===== config.mk =====
export PLATFORM = sky130hd
export DESIGN_NAME = signed_int_to_float
export DESIGN_NICKNAME = d
export VERILOG_FILES = /design/src/rtl/fpu_pkg.sv /design/src/rtl/float_norm_stage.sv /design/src/rtl/signed_int_to_float.sv
export SDC_FILE = /design/constraint.sdc
export NUM_CORES = 1
export LEC_CHECK = 0
export ABC_AREA = 0
export BUFFER_PORTS_ARGS = -buffer_cell sky130_fd_sc_hd__buf_2
export CAP_MARGIN = 20
export CORE_MARGIN = 4
export CORE_UTILIZATION = 30
export DETAILED_ROUTE_END_ITERATION = 10
export HOLD_SLACK_MARGIN = 0.03
export PLACE_DENSITY_LB_ADDON = 0.12
export SYNTH_ARGS = -nofsm -noshare
export SYNTH_HDL_FRONTEND = slang
export SYNTH_SLANG_ARGS = --single-unit

===== constraint.sdc =====
create_clock -name clk -period 2.05 [get_ports clk]
set_input_delay 0 -clock clk [delete_from_list [all_inputs] [get_ports clk]]
set_output_delay 0 -clock clk [all_outputs]
set_load 0.02 [all_outputs]

===== src/rtl/fpu_pkg.sv =====
// Shared types and constants for the 16-bit signed integer to IEEE-754 single converter.
package fpu_pkg;

  localparam int INT_W      = 16;
  localparam int EXP_W      = 8;
  localparam int MANT_W     = 23;
  localparam int FLOAT_BIAS = 127;

  // Exponent of a magnitude whose MSB sits at bit INT_W-1, before any normalising shift.
  localparam logic [EXP_W-1:0] EXP_INIT = EXP_W'(INT_W - 1 + FLOAT_BIAS);

  typedef enum logic [1:0] {
    IDLE,
    NORM,
    DONE
  } state_t;

  typedef struct packed {
    logic              sign;
    logic [EXP_W-1:0]  exp;
    logic [MANT_W-1:0] mant;
  } float_t;

  // |v| as unsigned; the most negative input wraps to 0x8000, which is the correct magnitude.
  function automatic logic [INT_W-1:0] int_magnitude(input logic signed [INT_W-1:0] v);
    logic [INT_W-1:0] u;
    u = v;
    return v[INT_W-1] ? (~u + 1'b1) : u;
  endfunction

endpackage


===== src/rtl/float_norm_stage.sv =====
// Magnitude/exponent normalisation registers; shifts mag left until its MSB is set.
// I2F_FAST_NORM_EN: shift by 4 whenever the top nibble of mag is zero.
module float_norm_stage
  import fpu_pkg::*;
(
  input  logic                    clk,
  input  logic                    reset,
  input  logic                    load,
  input  logic                    step,
  input  logic signed [INT_W-1:0] in_int,
  output logic                    sign,
  output logic [INT_W-1:0]        mag,
  output logic [EXP_W-1:0]        exp,
  output logic                    norm_done
);

  logic [2:0] shamt;

  assign norm_done = mag[INT_W-1];

  always_comb begin
    shamt = 3'd1;
`ifdef I2F_FAST_NORM_EN
    if (mag[INT_W-1 -: 4] == 4'd0) shamt = 3'd4;
`endif
  end

  always_ff @(posedge clk) begin
    if (reset) begin
      sign <= 1'b0;
      mag  <= '0;
      exp  <= '0;
    end else if (load) begin
      sign <= in_int[INT_W-1];
      mag  <= int_magnitude(in_int);
      exp  <= EXP_INIT;
    end else if (step && !norm_done) begin
      mag  <= mag << shamt;
      exp  <= exp - EXP_W'(shamt);
    end
  end

endmodule


===== src/rtl/signed_int_to_float.sv =====
// Multi-cycle exact conversion of a 16-bit signed integer to IEEE-754 single with valid/ready handshake.
// Optional macro I2F_FAST_NORM_EN speeds up normalisation (results unchanged).
module signed_int_to_float
  import fpu_pkg::*;
(
  input  logic                    clk,
  input  logic                    reset,
  input  logic                    in_valid,
  output logic                    in_ready,
  input  logic signed [INT_W-1:0] in_int,
  output logic                    out_valid,
  input  logic                    out_ready,
  output logic [31:0]             out_float
);

  state_t           state_q, state_d;
  float_t           result_q;
  logic             accept;
  logic             sign;
  logic [INT_W-1:0] mag;
  logic [EXP_W-1:0] exp;
  logic             norm_done;

  assign in_ready  = (state_q == IDLE) && !reset;
  assign accept    = in_valid && in_ready;
  assign out_valid = (state_q == DONE);
  assign out_float = result_q;

  float_norm_stage u_norm (
    .clk       (clk),
    .reset     (reset),
    .load      (accept),
    .step      (state_q == NORM),
    .in_int    (in_int),
    .sign      (sign),
    .mag       (mag),
    .exp       (exp),
    .norm_done (norm_done)
  );

  always_comb begin
    state_d = state_q;
    case (state_q)
      IDLE: if (accept) state_d = (in_int == '0) ? DONE : NORM;
      NORM: if (norm_done) state_d = DONE;
      DONE: if (out_ready) state_d = IDLE;
      default: state_d = IDLE;
    endcase
  end

  always_ff @(posedge clk) begin
    if (reset) state_q <= IDLE;
    else       state_q <= state_d;
  end

  // Hidden leading one is dropped; low mantissa bits are always zero for a 16-bit source.
  always_ff @(posedge clk) begin
    if (reset || accept) begin
      result_q <= '0;
    end else if (state_q == NORM && norm_done) begin
      result_q <= '{sign: sign, exp: exp,
                    mant: {mag[INT_W-2:0], {(MANT_W-INT_W+1){1'b0}}}};
    end
  end

endmodule


* Word-level counts from Yosys, hierarchy flattened
Index checks and enable logic that the tools add are counted.
** Storage, ports and cells
- Register bits after elaboration :: 51
- Output and inout bits :: 34
- Logic and storage cells :: 38
- Input bits :: 20
** Operators by class
- Reduce and logical (&&, ||, !) cells :: 12
- Equal/unequal tests :: 5
- Bitwise logic cells :: 1
- Add/sub/neg operators :: 2
- Muxes and demuxes :: 10
** Operator list (count)
- $mux W16 :: 3
- $add A16 B1 Y16 const B :: 1
- $logic_not A16 Y1 :: 1
- $mux W8 :: 2
- $not A16 Y16 :: 1
- $mux W2 :: 4
- $sub A8 B1 Y8 const B :: 1
- $pmux W2 S3 :: 1
- $logic_and A1 B1 Y1 :: 4
- $ne A2 B2 Y1 const B :: 2
- $reduce_and A3 Y1 :: 1
- $eq A2 B1 Y1 const B :: 1
- $eq A2 B2 Y1 const B :: 1
- $logic_not A1 Y1 :: 2
- $logic_not A2 Y1 :: 1
- $ne A2 B1 Y1 const B :: 1
- $reduce_bool A2 Y1 :: 1
- $reduce_or A2 Y1 :: 1
- $logic_or A1 B1 Y1 :: 1

* Longest topological paths before layout
- Depth in word-level cells :: 5
- Depth in mapped cells :: 7
- Mapped depth without buffers :: 6

* Modules after synthesis
Synthesis repeated with hierarchy kept, for this count alone.
** Second synthesis, totals
- Cells, all modules :: 312
- Area total of the unflattened synthesis :: 2673.8 um2
** By module, submodules not included
- float_norm_stage :: sequential area each 500.5 um2, area each 1510.2 um2, times used 1, cells an instance 177
- signed_int_to_float :: sequential area each 520.5 um2, area each 1163.6 um2, times used 1, cells an instance 135

* Worst setup path after synthesis
OpenSTA, ideal clock, no wires.
- Path type :: register to register
- Start point :: reg state_q[1]
- End point :: reg u_norm.exp[5]
- Library setup time :: 0.128 ns
- Stages on the path, launching flop included :: 8
- Arrival time :: 1.753 ns
- Data required time :: 1.922 ns
- Clock period less this slack :: 1.880 ns
- Slack :: 0.170 ns
- Buffers on the path :: 3
- Cell sequence :: dfxtp_1 -> clkbuf_1 -> nor3b_1 -> clkbuf_1 -> buf_2 -> nand3_1 -> xor2_1 -> nor2_1
** Between the ends
- Word-level cells in the longest chain between the ends :: 4
- Elaborated cells on any way between the ends :: 6
- Those cells by class :: eq/ne: 1; reduce/logical: 5
** Ends and longest elaborated chain
- start, declared :: line signed_int_to_float.sv:16 : state_t state_q, state_d;
- start signal, assigned :: line signed_int_to_float.sv:53 : else state_q <= state_d;
- $logic_not A2 Y1 :: line signed_int_to_float.sv:24 : assign in_ready = (state_q == IDLE) && !reset;
- $logic_and A1 B1 Y1 :: line signed_int_to_float.sv:24
- $logic_and A1 B1 Y1 :: line signed_int_to_float.sv:25 : assign accept = in_valid && in_ready;
- $reduce_or A2 Y1 (no source line)
- end signal, assigned :: line float_norm_stage.sv:39 : exp <= exp - EXP_W'(shamt);
- end, declared :: line float_norm_stage.sv:13 : output logic [EXP_W-1:0] exp,
Parallel ways exist; a longest one is shown, timed or not.
A chain may end at the register's enable or synchronous reset.

* Worst setup path after layout
- Start point :: reg state_q[0]
- End point :: reg u_norm.exp[4]
The elaborated chain is that of the path after synthesis.

==> metrics.txt <==
placed insts=438; R2R setup slack=0.32 ns; Slew Limit Fails=0; clock latency on the worst-skew pair=0.31 ns; Area contributors post-synth=dfxtp_1, nand2_1, a21oi_1; Initial Utilization=31.2%; share of layout cells above drive strength 1=21.0%; IO Port Bufs=45; Global Route Usage Sum=13.0%; Root Buffer=clkbuf_8; Post-Synth Adder-Cell Area=1.03%; number of synthesized flops with an enable pin=0; CTS tree=yes; setup ws final=0.322 ns; Synth async-reset ratio=0%; mux cell area share after synthesis=2.51%; DRC Markers=0; core footprint=0.00781 mm2; DR WL/cell=13.5 um; maximum root-to-sink buffer count=2; Seq/Total Area, Yosys=41.9%; Reg power frac=54.2%; router iterations before antenna repair=4; num rows=32; Leakage Power=1.14 nW; Synth Warn #=0; Post-CTS Setup Bufs=0; Syn Area/Cell=8.16 um2; final net count=368; crit path capture=u_norm.exp[4]; Gate power share=14.7%; first-pass GRT wire length=10.3 mm; Layout fillers=841; largest net degree at the start of global routing=26; I/O pins=54; DR iter-0 viols=103; Post-DP HPWL=4.50 mm; Via Count=2147; Clock power frac=31.1%; FF-to-FF path depth=5; Buf/Inv on CP=1; largest family of logic cells by synthesized area=simple AND/OR/NAND/NOR gates; Critical Path RT=2.29 ns; Levels on crit path=5; # diodes=0; post-cts sizing count=0; Setup Skew=0.00993 ns; Num CTS Buffers=5; final hold vios=0; CP top delay family=simple AND/OR/NAND/NOR gates; RD Place Congestion=0.797; Post-CTS Hold Buffers=3; Layout Cells excl Fill=449; final setup TNS=0 ns; Synth Area in Compound Gates=19.8%; CP Data Arrival Time=1.97 ns; vias per cell=4.78; r2r startpoint=state_q[0]; Final ANT Viol Nets=0; Main synth FF type=dfxtp_1; switching share of power=27.6%; register bit total from synthesis=51; Net Switching=0.547 mW; Die Wd=98.2 um; Max stage delay cell, worst path=dfxtp_1; worst path cell trace=nor3b_2 > buf_4 > nand2_1 > or4_1 > a21oi_1; Post-Syn Area=0.00244 mm2; CTS clock-pin slew for the worst setup and hold paths=0.10 ns; CP Capture Type=flip-flop; Place WS=0.147 ns; DP Area=0.00280 mm2; final setup fails=0; Final Util=37.5%; simple logic cell fraction of the synthesized area=23.0%; Total Wirelength=6.08 mm; crit-path max FO=21; die area=0.00964 mm2; Int Pwr=1.43 mW; Pwr Density=676 mW/mm2; CP startpoint kind=flip-flop; R2R Path End=u_norm.exp[4]; peak supply drop=0.252 mV; initial antenna violation count=0; via count of the first global-routing pass=2034; post-synth top area cell=dfxtp_1; global route overflow=0; Post-Syn Instances=299; RSZ-0062 raised after global routing=false; Tmin final=1.73 ns; Yosys top cell area share=41.9%; Area growth syn-to-layout=20.1%; Worst slew margin=65.6%; Worst-Margin Slew=0.515 ns; worst hold path class=input pin to flip-flop; Critical path origin=state_q[0]; H-tree depth=2; maxcap violations=0; die height=98.2 um; clock sink count=51; Crit Path Category=flip-flop to flip-flop; Final Cell Area=0.00293 mm2; xor/xnor share of the synthesized area=5.03%; outcome=finished clean; slowest stage delay, CP=0.47 ns; fmax=579 MHz; crit share post-route=84.3%; Yosys cell types=47
## layout by cell type, fill, tap and decap left out, types with 5 or more instances in the layout
master / instances
nand2_1: 56
nor2b_1: 10
clkbuf_8: 6
o21ai_0: 5
a21oi_1: 31
a211oi_1: 17
mux2i_1: 5
dfxtp_1: 51
xor2_1: 10
nor3_1: 6
o22ai_1: 6
or4_1: 5
buf_2: 45
conb_1: 8
buf_4: 12
nor2_1: 15
inv_1: 6
## final cells by class
class | instances | area (um2) | share of cell area, %
Tap cell | 102 | 128 | 4.36
Timing Repair Buffer | 61 | 365 | 12.5
Sequential cell | 51 | 1020 | 34.9
Inverter | 6 | 22.5 | 0.769
Clock inverter | 2 | 16.3 | 0.555
Multi-Input combinational cell | 221 | 1290 | 44.2
Clock buffer | 6 | 82.6 | 2.82
## worst min-delay path by stage
stage	startpoint	end	slack, ns	depth (start not counted)
after floorplan	in_int[0]	u_norm.mag[0]	0.16	2
after global placement	in_int[0]	u_norm.mag[0]	0.31	3
after detailed placement	out_ready	state_q[1]	0.32	3
after CTS	in_int[10]	u_norm.mag[10]	0.03	3
after global routing	in_int[10]	u_norm.mag[10]	0.06	3
final	in_int[10]	u_norm.mag[10]	0.05	3
## cells in the mapped netlist, drive strengths merged, types with 3 or more instances
master and number:
dfxtp 51, nand2 56, buf 14, mux2i 5
a211oi 17, nand2b 4, o31ai 3, or4 5
clkbuf 14, a21oi 31, o21ai 5, xnor2 4
xor2 10, nand3 3, nor4 4, nor3 6
o22ai 6, nor2b 10, inv 6, nor2 15
## power groups by stage
stage	clock network [mW]	registers (mW)	logic (mW)
floorplan	0	1.08	0.210
global placement	0	1.10	0.287
detailed placement	0	1.10	0.286
CTS	0.648	1.07	0.293
global route	0.676	1.08	0.328
finish	0.616	1.07	0.291
## cell families (layout without fill, tap and decap cells)
group | after synthesis | in the layout
buffers and inverters | 34 | 75
xor gates and xnor gates | 14 | 14
AOI/OAI and AO/OA | 75 | 75
and+or+nand+nor | 116 | 116
adders and majority gates | 2 | 2
DFF | 51 | 51
muxes | 6 | 6
other | 1 | 8
## through the flow
stage	hold WS [ns]	power, mW
finish	0.0453	1.98
global route	0.0625	2.09
CTS	0.0336	2.01
detailed placement	0.317	1.38
global placement	0.309	1.39
floorplan	0.162	1.29
## routing by layer
layer | routed length, um | track usage (%)
met5 | 0 | 0
met4 | 81 | 4.20
met3 | 329 | 3.07
met2 | 2540 | 18.8
met1 | 3140 | 18.9
## state kept, by name, summed over array words and instances, names as in the netlist
name / cells
u_norm.mag: 16
u_norm.exp: 8
state_q: 2
out_float: 24
u_norm.sign: 1
## worst reg2reg max path, stage by stage, from the launching register on
cell     delay, ns
dfxtp_1       0.47
nor3b_2       0.24
buf_4         0.27
nand2_1       0.13
or4_1         0.40
a21oi_1       0.15
No activity file was read; power rests on OpenSTA's default activity.
